File: src/rtl/multicycle_ctrl_if.sv
// Control bundle between the multi-cycle sequencer and the MIPS datapath.
// master: the sequencer (takes instruction fields and status, drives strobes).
// slave : the datapath side (drives instruction fields and status, takes strobes).
// Signals:
//   OpCode/funct - IR[31:26]/IR[5:0]
//   Zero         - ALU zero flag
//   MemReady     - memory access completes this cycle
//   PcWrite..AluCtrl - datapath control strobes and mux selects
//   IllegalOp    - DECODE pulse for an unsupported encoding
//   State        - current sequencer state (debug)
//   RetiredCnt   - retired-instruction count
interface multicycle_ctrl_if #(
  parameter int CNT_W = 16
);
  logic [5:0]       OpCode;
  logic [5:0]       funct;
  logic             Zero;
  logic             MemReady;
  logic             PcWrite;
  logic             PcWriteCond;
  logic [1:0]       PcSource;
  logic             IorD;
  logic             IRWrite;
  logic             MemR;
  logic             MemW;
  logic             Mem2R;
  logic             RegW;
  logic             RegDst;
  logic             AluSrcA;
  logic [1:0]       AluSrcB;
  logic             ExtOp;
  logic [1:0]       AluCtrl;
  logic             IllegalOp;
  logic [3:0]       State;
  logic [CNT_W-1:0] RetiredCnt;

  modport master (
    input  OpCode, funct, Zero, MemReady,
    output PcWrite, PcWriteCond, PcSource, IorD, IRWrite, MemR, MemW,
           Mem2R, RegW, RegDst, AluSrcA, AluSrcB, ExtOp, AluCtrl,
           IllegalOp, State, RetiredCnt
  );

  modport slave (
    output OpCode, funct, Zero, MemReady,
    input  PcWrite, PcWriteCond, PcSource, IorD, IRWrite, MemR, MemW,
           Mem2R, RegW, RegDst, AluSrcA, AluSrcB, ExtOp, AluCtrl,
           IllegalOp, State, RetiredCnt
  );
endinterface

File: src/rtl/multicycle_ctrl.sv
// Multi-cycle Moore control sequencer for the MIPS datapath.
// Ports:
//   Clk   - system clock, rising edge
//   Reset - asynchronous active-high reset (state FETCH, counter cleared)
//   bus   - multicycle_ctrl_if.master: instruction fields/status in, strobes out
//
// state  | meaning
// FETCH  | read IR from PC, PC += 4 when memory ready
// DECODE | precompute branch target, dispatch on opcode
// MEMADR | compute rs + sign-extended offset
// MEMRD  | load read, wait for memory
// MEMWB  | write loaded data to rt (retire)
// MEMWR  | store write, wait for memory (retire)
// EXEC   | R-type ALU op selected by funct
// RWB    | write ALUOut to rd (retire)
// BRANCH | compare rs/rt, conditional PC load (retire)
// JUMP   | PC <= jump target (retire)
// IEXEC  | immediate ALU op (addi/ori)
// IWB    | write ALUOut to rt (retire)
module multicycle_ctrl #(
  parameter int CNT_W = 16
) (
  input  logic            Clk,
  input  logic            Reset,
  multicycle_ctrl_if.master bus
);
  typedef enum logic [3:0] {
    S_FETCH = 4'd0, S_DECODE = 4'd1, S_MEMADR = 4'd2, S_MEMRD = 4'd3,
    S_MEMWB = 4'd4, S_MEMWR  = 4'd5, S_EXEC   = 4'd6, S_RWB   = 4'd7,
    S_BRANCH = 4'd8, S_JUMP  = 4'd9, S_IEXEC  = 4'd10, S_IWB  = 4'd11
  } state_t;

  localparam logic [5:0] OP_RTYPE = 6'b000000;
  localparam logic [5:0] OP_LW    = 6'b100011;
  localparam logic [5:0] OP_SW    = 6'b101011;
  localparam logic [5:0] OP_BEQ   = 6'b000100;
  localparam logic [5:0] OP_J     = 6'b000010;
  localparam logic [5:0] OP_ADDI  = 6'b001000;
  localparam logic [5:0] OP_ORI   = 6'b001101;

  localparam logic [5:0] FN_ADD = 6'b100000;
  localparam logic [5:0] FN_SUB = 6'b100010;
  localparam logic [5:0] FN_AND = 6'b100100;
  localparam logic [5:0] FN_OR  = 6'b100101;

  state_t           state_q, state_d;
  logic [CNT_W-1:0] cnt_q, cnt_d;

  logic       pc_write, pc_write_cond, iord, ir_write, mem_r, mem_w;
  logic       mem2r, reg_w, reg_dst, alu_src_a, ext_op, illegal, retire;
  logic [1:0] pc_source, alu_src_b, alu_ctrl;
  logic       funct_ok;

  always_ff @(posedge Clk or posedge Reset) begin
    if (Reset) begin
      state_q <= S_FETCH;
      cnt_q   <= '0;
    end else begin
      state_q <= state_d;
      cnt_q   <= cnt_d;
    end
  end

  assign funct_ok = (bus.funct == FN_ADD) || (bus.funct == FN_SUB) ||
                    (bus.funct == FN_AND) || (bus.funct == FN_OR);

  always_comb begin
    state_d       = S_FETCH;
    retire        = 1'b0;
    pc_write      = 1'b0;
    pc_write_cond = 1'b0;
    pc_source     = 2'b00;
    iord          = 1'b0;
    ir_write      = 1'b0;
    mem_r         = 1'b0;
    mem_w         = 1'b0;
    mem2r         = 1'b0;
    reg_w         = 1'b0;
    reg_dst       = 1'b0;
    alu_src_a     = 1'b0;
    alu_src_b     = 2'b00;
    ext_op        = 1'b0;
    alu_ctrl      = 2'b00;
    illegal       = 1'b0;
    case (state_q)
      S_FETCH: begin
        mem_r     = 1'b1;
        alu_src_b = 2'b01;
        ir_write  = bus.MemReady;
        pc_write  = bus.MemReady;
        state_d   = bus.MemReady ? S_DECODE : S_FETCH;
      end
      S_DECODE: begin
        alu_src_b = 2'b11;
        ext_op    = 1'b1;
        case (bus.OpCode)
          OP_LW, OP_SW:    state_d = S_MEMADR;
          OP_BEQ:          state_d = S_BRANCH;
          OP_J:            state_d = S_JUMP;
          OP_ADDI, OP_ORI: state_d = S_IEXEC;
          OP_RTYPE: begin
            if (funct_ok) state_d = S_EXEC;
            else          illegal = 1'b1;
          end
          default:         illegal = 1'b1;
        endcase
      end
      S_MEMADR: begin
        alu_src_a = 1'b1;
        alu_src_b = 2'b10;
        ext_op    = 1'b1;
        state_d   = (bus.OpCode == OP_LW) ? S_MEMRD : S_MEMWR;
      end
      S_MEMRD: begin
        mem_r   = 1'b1;
        iord    = 1'b1;
        state_d = bus.MemReady ? S_MEMWB : S_MEMRD;
      end
      S_MEMWB: begin
        reg_w   = 1'b1;
        mem2r   = 1'b1;
        reg_dst = 1'b1;
        retire  = 1'b1;
      end
      S_MEMWR: begin
        mem_w   = 1'b1;
        iord    = 1'b1;
        retire  = bus.MemReady;
        state_d = bus.MemReady ? S_FETCH : S_MEMWR;
      end
      S_EXEC: begin
        alu_src_a = 1'b1;
        case (bus.funct)
          FN_SUB:  alu_ctrl = 2'b01;
          FN_OR:   alu_ctrl = 2'b10;
          FN_AND:  alu_ctrl = 2'b11;
          default: alu_ctrl = 2'b00;
        endcase
        state_d = S_RWB;
      end
      S_RWB: begin
        reg_w  = 1'b1;
        retire = 1'b1;
      end
      S_BRANCH: begin
        alu_src_a     = 1'b1;
        alu_ctrl      = 2'b01;
        pc_write_cond = 1'b1;
        pc_source     = 2'b01;
        retire        = 1'b1;
      end
      S_JUMP: begin
        pc_write  = 1'b1;
        pc_source = 2'b10;
        retire    = 1'b1;
      end
      S_IEXEC: begin
        alu_src_a = 1'b1;
        alu_src_b = 2'b10;
        if (bus.OpCode == OP_ORI) begin
          ext_op   = 1'b0;
          alu_ctrl = 2'b10;
        end else begin
          ext_op   = 1'b1;
          alu_ctrl = 2'b00;
        end
        state_d = S_IWB;
      end
      S_IWB: begin
        reg_w   = 1'b1;
        reg_dst = 1'b1;
        retire  = 1'b1;
      end
      default: state_d = S_FETCH;
    endcase
    cnt_d = retire ? cnt_q + 1'b1 : cnt_q;
  end

  // Write strobes are gated directly by Reset so an in-flight store or
  // register write is dropped the moment Reset rises, not at the next edge.
  assign bus.PcWrite     = pc_write & ~Reset;
  assign bus.PcWriteCond = pc_write_cond & ~Reset;
  assign bus.IRWrite     = ir_write & ~Reset;
  assign bus.RegW        = reg_w & ~Reset;
  assign bus.MemW        = mem_w & ~Reset;
  assign bus.IllegalOp   = illegal & ~Reset;
  assign bus.PcSource    = pc_source;
  assign bus.IorD        = iord;
  assign bus.MemR        = mem_r;
  assign bus.Mem2R       = mem2r;
  assign bus.RegDst      = reg_dst;
  assign bus.AluSrcA     = alu_src_a;
  assign bus.AluSrcB     = alu_src_b;
  assign bus.ExtOp       = ext_op;
  assign bus.AluCtrl     = alu_ctrl;
  assign bus.State       = state_q;
  assign bus.RetiredCnt  = cnt_q;
endmodule

File: src/flat_wrapper.sv
// flat-port wrapper written by rule: the top's interface ports become plain ports
module multicycle_ctrl_flat 
#(
  parameter int CNT_W = 16
)
  (Clk, Reset, bus_OpCode, bus_funct, bus_Zero, bus_MemReady, bus_PcWrite, bus_PcWriteCond, bus_PcSource, bus_IorD, bus_IRWrite, bus_MemR, bus_MemW, bus_Mem2R, bus_RegW, bus_RegDst, bus_AluSrcA, bus_AluSrcB, bus_ExtOp, bus_AluCtrl, bus_IllegalOp, bus_State, bus_RetiredCnt);
  multicycle_ctrl_if #(.CNT_W(CNT_W)) bus_i ();
  input  logic Clk;
  input  logic Reset;
  input wire logic [$bits(bus_i.OpCode)-1:0] bus_OpCode;
  input wire logic [$bits(bus_i.funct)-1:0] bus_funct;
  input wire logic [$bits(bus_i.Zero)-1:0] bus_Zero;
  input wire logic [$bits(bus_i.MemReady)-1:0] bus_MemReady;
  output wire logic [$bits(bus_i.PcWrite)-1:0] bus_PcWrite;
  output wire logic [$bits(bus_i.PcWriteCond)-1:0] bus_PcWriteCond;
  output wire logic [$bits(bus_i.PcSource)-1:0] bus_PcSource;
  output wire logic [$bits(bus_i.IorD)-1:0] bus_IorD;
  output wire logic [$bits(bus_i.IRWrite)-1:0] bus_IRWrite;
  output wire logic [$bits(bus_i.MemR)-1:0] bus_MemR;
  output wire logic [$bits(bus_i.MemW)-1:0] bus_MemW;
  output wire logic [$bits(bus_i.Mem2R)-1:0] bus_Mem2R;
  output wire logic [$bits(bus_i.RegW)-1:0] bus_RegW;
  output wire logic [$bits(bus_i.RegDst)-1:0] bus_RegDst;
  output wire logic [$bits(bus_i.AluSrcA)-1:0] bus_AluSrcA;
  output wire logic [$bits(bus_i.AluSrcB)-1:0] bus_AluSrcB;
  output wire logic [$bits(bus_i.ExtOp)-1:0] bus_ExtOp;
  output wire logic [$bits(bus_i.AluCtrl)-1:0] bus_AluCtrl;
  output wire logic [$bits(bus_i.IllegalOp)-1:0] bus_IllegalOp;
  output wire logic [$bits(bus_i.State)-1:0] bus_State;
  output wire logic [$bits(bus_i.RetiredCnt)-1:0] bus_RetiredCnt;
  assign bus_i.OpCode = bus_OpCode;
  assign bus_i.funct = bus_funct;
  assign bus_i.Zero = bus_Zero;
  assign bus_i.MemReady = bus_MemReady;
  assign bus_PcWrite = bus_i.PcWrite;
  assign bus_PcWriteCond = bus_i.PcWriteCond;
  assign bus_PcSource = bus_i.PcSource;
  assign bus_IorD = bus_i.IorD;
  assign bus_IRWrite = bus_i.IRWrite;
  assign bus_MemR = bus_i.MemR;
  assign bus_MemW = bus_i.MemW;
  assign bus_Mem2R = bus_i.Mem2R;
  assign bus_RegW = bus_i.RegW;
  assign bus_RegDst = bus_i.RegDst;
  assign bus_AluSrcA = bus_i.AluSrcA;
  assign bus_AluSrcB = bus_i.AluSrcB;
  assign bus_ExtOp = bus_i.ExtOp;
  assign bus_AluCtrl = bus_i.AluCtrl;
  assign bus_IllegalOp = bus_i.IllegalOp;
  assign bus_State = bus_i.State;
  assign bus_RetiredCnt = bus_i.RetiredCnt;
  multicycle_ctrl #(.CNT_W(CNT_W)) u_core (.Clk(Clk), .Reset(Reset), .bus(bus_i));
endmodule
File: config.mk
export PLATFORM = sky130hd
export DESIGN_NAME = multicycle_ctrl_flat
export DESIGN_NICKNAME = d
export VERILOG_FILES = /design/src/rtl/multicycle_ctrl_if.sv /design/src/rtl/multicycle_ctrl.sv /design/src/flat_wrapper.sv
export SDC_FILE = /design/constraint.sdc
export NUM_CORES = 1
export LEC_CHECK = 0
export BUFFER_PORTS_ARGS = -buffer_cell sky130_fd_sc_hd__buf_2
export CAP_MARGIN = 10
export CORE_ASPECT_RATIO = 0.5
export CORE_MARGIN = 1.5
export CORE_UTILIZATION = 44
export DETAILED_ROUTE_END_ITERATION = 12
export GPL_ROUTABILITY_DRIVEN = 0
export PLACE_DENSITY = 0.76
export SYNTH_ARGS = -nofsm -noshare
export SYNTH_HDL_FRONTEND = slang
export SYNTH_SLANG_ARGS = --single-unit
File: constraint.sdc
create_clock -name Clk -period 1.5 [get_ports Clk]
set_input_delay 0.225 -clock Clk [delete_from_list [all_inputs] [get_ports Clk]]
set_output_delay 0.225 -clock Clk [all_outputs]
set_load 0.02 [all_outputs]
=== Word-level counts from Yosys, hierarchy flattened ===
Cells that the tools add are included.

* Equality and inequality tests: 21
* Bitwise logic cells: 7
* Add/sub/neg operators: 1
* Multiplexer cells: 28
* Reduce and logical (&&, ||, !) cells: 16

{| class="wikitable"
|+ Operators by type and width
! kind !! number
|-
| $eq 6x6->1 const B || 6
|-
| $pmux 4 s7 || 1
|-
| $pmux 4 s5 || 1
|-
| $pmux 2 s3 || 3
|-
| $add 16x1->16 const B || 1
|-
| $eq 4x3->1 const B || 4
|-
| $eq 4x4->1 const B || 4
|-
| $reduce_or 2->1 || 7
|-
| $mux 1 || 13
|-
| $eq 6x4->1 const B || 2
|-
| $mux 3 || 4
|-
| $eq 4x2->1 const B || 2
|-
| $pmux 1 s2 || 4
|-
| $and 1x1->1 || 6
|-
| $eq 6x2->1 const B || 1
|-
| $eq 6x3->1 const B || 1
|-
| $logic_not 6->1 || 1
|-
| $reduce_or 6->1 || 1
|-
| $reduce_or 5->1 || 1
|-
| $eq 4x1->1 const B || 1
|-
| $logic_not 4->1 || 1
|-
| $pmux 2 s2 || 1
|-
| $reduce_or 4->1 || 1
|-
| $logic_or 1x1->1 || 3
|-
| 3 further kinds || 3
|}

* Register bits after elaboration: 20
* Bits of input ports: 16
* Logic and storage cells: 75
* Output and inout bits: 38

=== Longest topological paths before layout ===
* Depth in word-level cells: 8
* Gate-level depth with buffers: 6
* Mapped depth without buffers: 5

=== Worst setup path after synthesis ===
No wires, ideal clock.

* Kind: reg-to-output
* Start: register u_core.state_q[1], in the netlist u_core.bus.State[1]
* End: output bus_RegW
* Required time: 1.275 ns
* Data arrival time: 1.837 ns
* Stages on the path, launching flop included: 6
* Path buffers: 2
* Path slack: -0.562 ns
* Cell sequence: dfrtp_1 > buf_2 > buf_1 > nor3_1 > a31oi_1 > nor2_1

* Cells in the longest elaborated chain, start to end: 4

{| class="wikitable"
|+ Ends and longest elaborated chain
! item !! RTL line !! source
|-
| start, declared || multicycle_ctrl.sv:46 || <nowiki>state_t state_q, state_d;</nowiki>
|-
| start signal, assigned || multicycle_ctrl.sv:59 || <nowiki>state_q <= state_d;</nowiki>
|-
| $eq 4x3->1 / $eq 4x4->1 (equally long branches) || multicycle_ctrl.sv:85 || <nowiki>case (state_q)</nowiki>
|-
| $reduce_or 3->1 (no source line) * || - ||
|-
| $mux 1 * || multicycle_ctrl.sv:85 ||
|-
| $and 1x1->1 * || multicycle_ctrl.sv:184 || <nowiki>assign bus.RegW = reg_w & ~Reset;</nowiki>
|-
| end, declared || flat_wrapper.sv:22 || <nowiki>output wire logic [$bits(bus_i.RegW)-1:0] bus_RegW;</nowiki>
|}

Every way passes the cells marked *; elsewhere a longest branch is shown, timed or not.

=== Worst setup path after layout ===
* Start: register u_core.state_q[3], in the netlist u_core.bus.State[3]
* End: output bus_RegW

The elaborated chain is that of the path after synthesis.

==> out/results.tsv <==
stage	metric	value	unit
worst_hold_path	worst hold path type	primary input to async pin	
logic_synthesis	post-synthesis cell area	1440	µm²
critical_path	max incr delay on CP	0.47	ns
logic_synthesis	mux share of post-synthesis cell area	0.0218	
logic_synthesis	Synth Area in XOR/XNOR	0.121	
cells_and_area	Layout area overhead	80.1	%
grt	largest net degree at the start of global routing	21	
logic_synthesis	synthesized flop and latch total	20	
sta	Worst Slack Setup Final	-0.262	ns
grt	grt ovf	0	
sta	Final Cycle Share	1.17	
clock_tree	clock buffer depth	2	
power_and_ir_drop	Power, Total	2.44	mW
logic_synthesis	post-synthesis area per instance	8.93	µm²
clock_tree	clock sinks	20	
critical_path	critical path startpoint category	flop	
floorplanning	row count	14	
critical_path	CP max stage cell	dfrtp_2	
clock_tree	Hold-fix buffers, CTS	0	
cells_and_area	register area	505	µm²
clock_tree	CTS tree	built	
sta	final hold vios	0	
clock_tree	CTS clock-pin slew for the worst setup and hold paths	0.07	ns
floorplanning	Die Y-Extent	43.4	µm
logic_synthesis	post-synthesis compound-gate area fraction	0.124	
placement	Setup WS pre-CTS	-0.0929	ns
logic_synthesis	sequential area share after synthesis	0.348	
grt	initial antenna violation count	0	
critical_path	worst r2r src	u_core.bus.State[2]	
routing	DRC Markers	0	
placement	I/O Buffers	52	
sta	RSZ-0062 raised after global routing	yes	
outcome	violated checks	setup timing	
routing	WL per Instance	20.5	µm
logic_synthesis	Post-synth top flop	dfrtp_1	
clock_tree	Num CTS Buffers	3	
routing	drt total wl	6140	µm
cells_and_area	# diodes	0	
sta	Rel. slew slack	0.747	
logic_synthesis	Post-synth ARST share	1.00	
critical_path	CP endpoint kind	output pin	
cells_and_area	commonest non-fill, non-tap cell in the layout	buf_4	
logic_synthesis	number of synthesized flops with an enable pin	0	
logic_synthesis	synth warn	0	
routing	initial drt markers	97	
sta	clock skew	0.00149	ns
sta	Final Setup Violations	36	
logic_synthesis	simple-gate area share of the yosys netlist	0.327	
floorplanning	starting density of the core	0.472	
cells_and_area	fillcell total	140	
cells_and_area	Final Net Count	277	
cells_and_area	share of cells above drive strength 1	0.622	
routing	Detail Route Antenna Nets	0	
placement	post-DP HPWL	2940	µm
sta	Fmax	568	MHz
sta	Slew Limit Fails	0	
clock_tree	H-tree levels	1	
logic_synthesis	largest family of logic cells by synthesized area	simple AND/OR/NAND/NOR gates	
logic_synthesis	Distinct cells, synth	47	
floorplanning	Die W	83.8	µm
sta	Tightest Pin Transition	0.375	ns
critical_path	Worst Path Required	1.27	ns
floorplanning	CORE AREA	3050	µm²
logic_synthesis	Synth Instances	161	
grt	Total Routing Usage GR	0.264	
sta	fin crit period	1.76	ns
flow_run	max-cap viol count	0	
routing	Via Count	1792	
grt	first-pass GRT wire length	7640	µm
routing	DRT Pass-1 Iters	4	
logic_synthesis	adder-cell share of the synthesized area	0.00870	
critical_path	crit path DAT	1.54	ns
sta	total negative slack	-5.98	ns
clock_tree	later-pin clock latency in the skew report	0.26	ns
routing	Avg Vias per Cell	5.99	
critical_path	worst setup path start	u_core.bus.State[3]	
floorplanning	boundary pin count	54	
outcome	status	complete, but fails checks	
power_and_ir_drop	Pleak	1.25	nW
logic_synthesis	syn_nets	178	
critical_path	crit-path cells	buf_6 -> nand2b_4 -> nor3_4 -> a31oi_1 -> nor2_2 -> buf_6	
critical_path	CP max FO	6	
clock_tree	clk root buf	clkbuf_8	
power_and_ir_drop	Peak VDD IR	0.891	mV
critical_path	Crit Path Category	flop to output pin	
grt	vias in the first global route	1650	
cells_and_area	most frequent cells in the layout	buf_4 (46), buf_2 (34), buf_6 (20), dfrtp_1 (16), xnor2_1 (14)	
cells_and_area	area of the multi-input gates	1150	µm²
critical_path	cell mode on critical path	buf_6	
floorplanning	die area	3640	µm²
power_and_ir_drop	power per cell area	942	nW/µm²
-- path summary, 6_finish.rpt --
check	endpoint	slack (ns)	depth (start not counted)
hold / removal	u_core.bus.State[3]	0.15	3
hold reg to reg	u_core.bus.RetiredCnt[9]	0.51	1
min in group Clk	u_core.bus.State[0]	0.42	3
setup / recovery	bus_RegW	-0.26	6
setup reg to reg	u_core.bus.RetiredCnt[1]	-0.20	6
max in group asynchronous	u_core.bus.State[2]	1.11	3
-- cell type report --
| class | count | area share |
|---|---|---|
| multi-input combinational | 127 | 0.443 |
| inverter | 4 | 0.00580 |
| clock buffer | 4 | 0.0213 |
| timing repair buffer | 104 | 0.315 |
| sequential | 20 | 0.195 |
| tap | 40 | 0.0193 |
-- registers in the layout, summed over array words and instances, names as in the netlist --
signal,flops
u_core.bus.State,4
u_core.bus.RetiredCnt,16
-- power by group --
group	total (mW)	internal (mW)	switching, mW
Combinational	1.30	0.612	0.689
Sequential	0.721	0.603	0.117
Clock	0.417	0.234	0.183
-- per-layer routing --
metal / part of all wire / GRT usage / up-vias
met1: 0.39 / 0.313 / 869
met5: 0 / 0 / -
met3: 0.052 / 0.0362 / 32
li1: - / - / 787
met2: 0.51 / 0.506 / 104
met4: 0.053 / 0.0984 / 0
-- cells in the mapped netlist (3+ instances only) --
cell type,count,area share
nor3b_1,3,0.016
nor2_1,14,0.037
nor3_1,9,0.031
or4_1,3,0.016
nand2b_1,4,0.017
o21ai_0,5,0.017
and3_1,3,0.013
dfrtp_1,20,0.35
xnor2_1,16,0.097
nand2_1,10,0.026
inv_1,4,0.010
clkbuf_1,5,0.013
nand4_1,7,0.030
nand3_1,9,0.031
a21oi_1,5,0.017
-- cells by family after synthesis --
kind of cell | after synthesis
AOI/OAI and AO/OA | 24
xor gates and xnor gates | 19
adders and majority gates | 1
buffers and inverters | 14
DFF | 20
muxes | 3
and+or+nand+nor | 80
-- critical path, delay by kind of cell, from the launching register on --
family / cells / cell delay, ns
AO/OA/AOI/OAI: 1 / 0.08
flip-flops: 1 / 0.47
AND/OR/NAND/NOR: 3 / 0.45
buffers and inverters: 2 / 0.28
-- per-stage QoR --
step	hold slack (ns)	area (µm²)	instances	util
after floorplan	0.194	1560	161	-
after global placement	0.386	2060	276	0.677
after detailed placement	0.396	2060	276	0.677
after CTS	0.119	2390	292	0.785
after global routing	0.159	2590	299	0.849
final	0.149	2590	299	0.849
-- repair_timing --
item,CTS,global route
endpoints found under the setup margin,27,37
gates cloned,0,1
pin swaps,11,21
setup buffers,12,6
gates resized for setup,51,30
hold endpoints to repair,0,0
No activity file was read; power rests on OpenSTA's default activity.
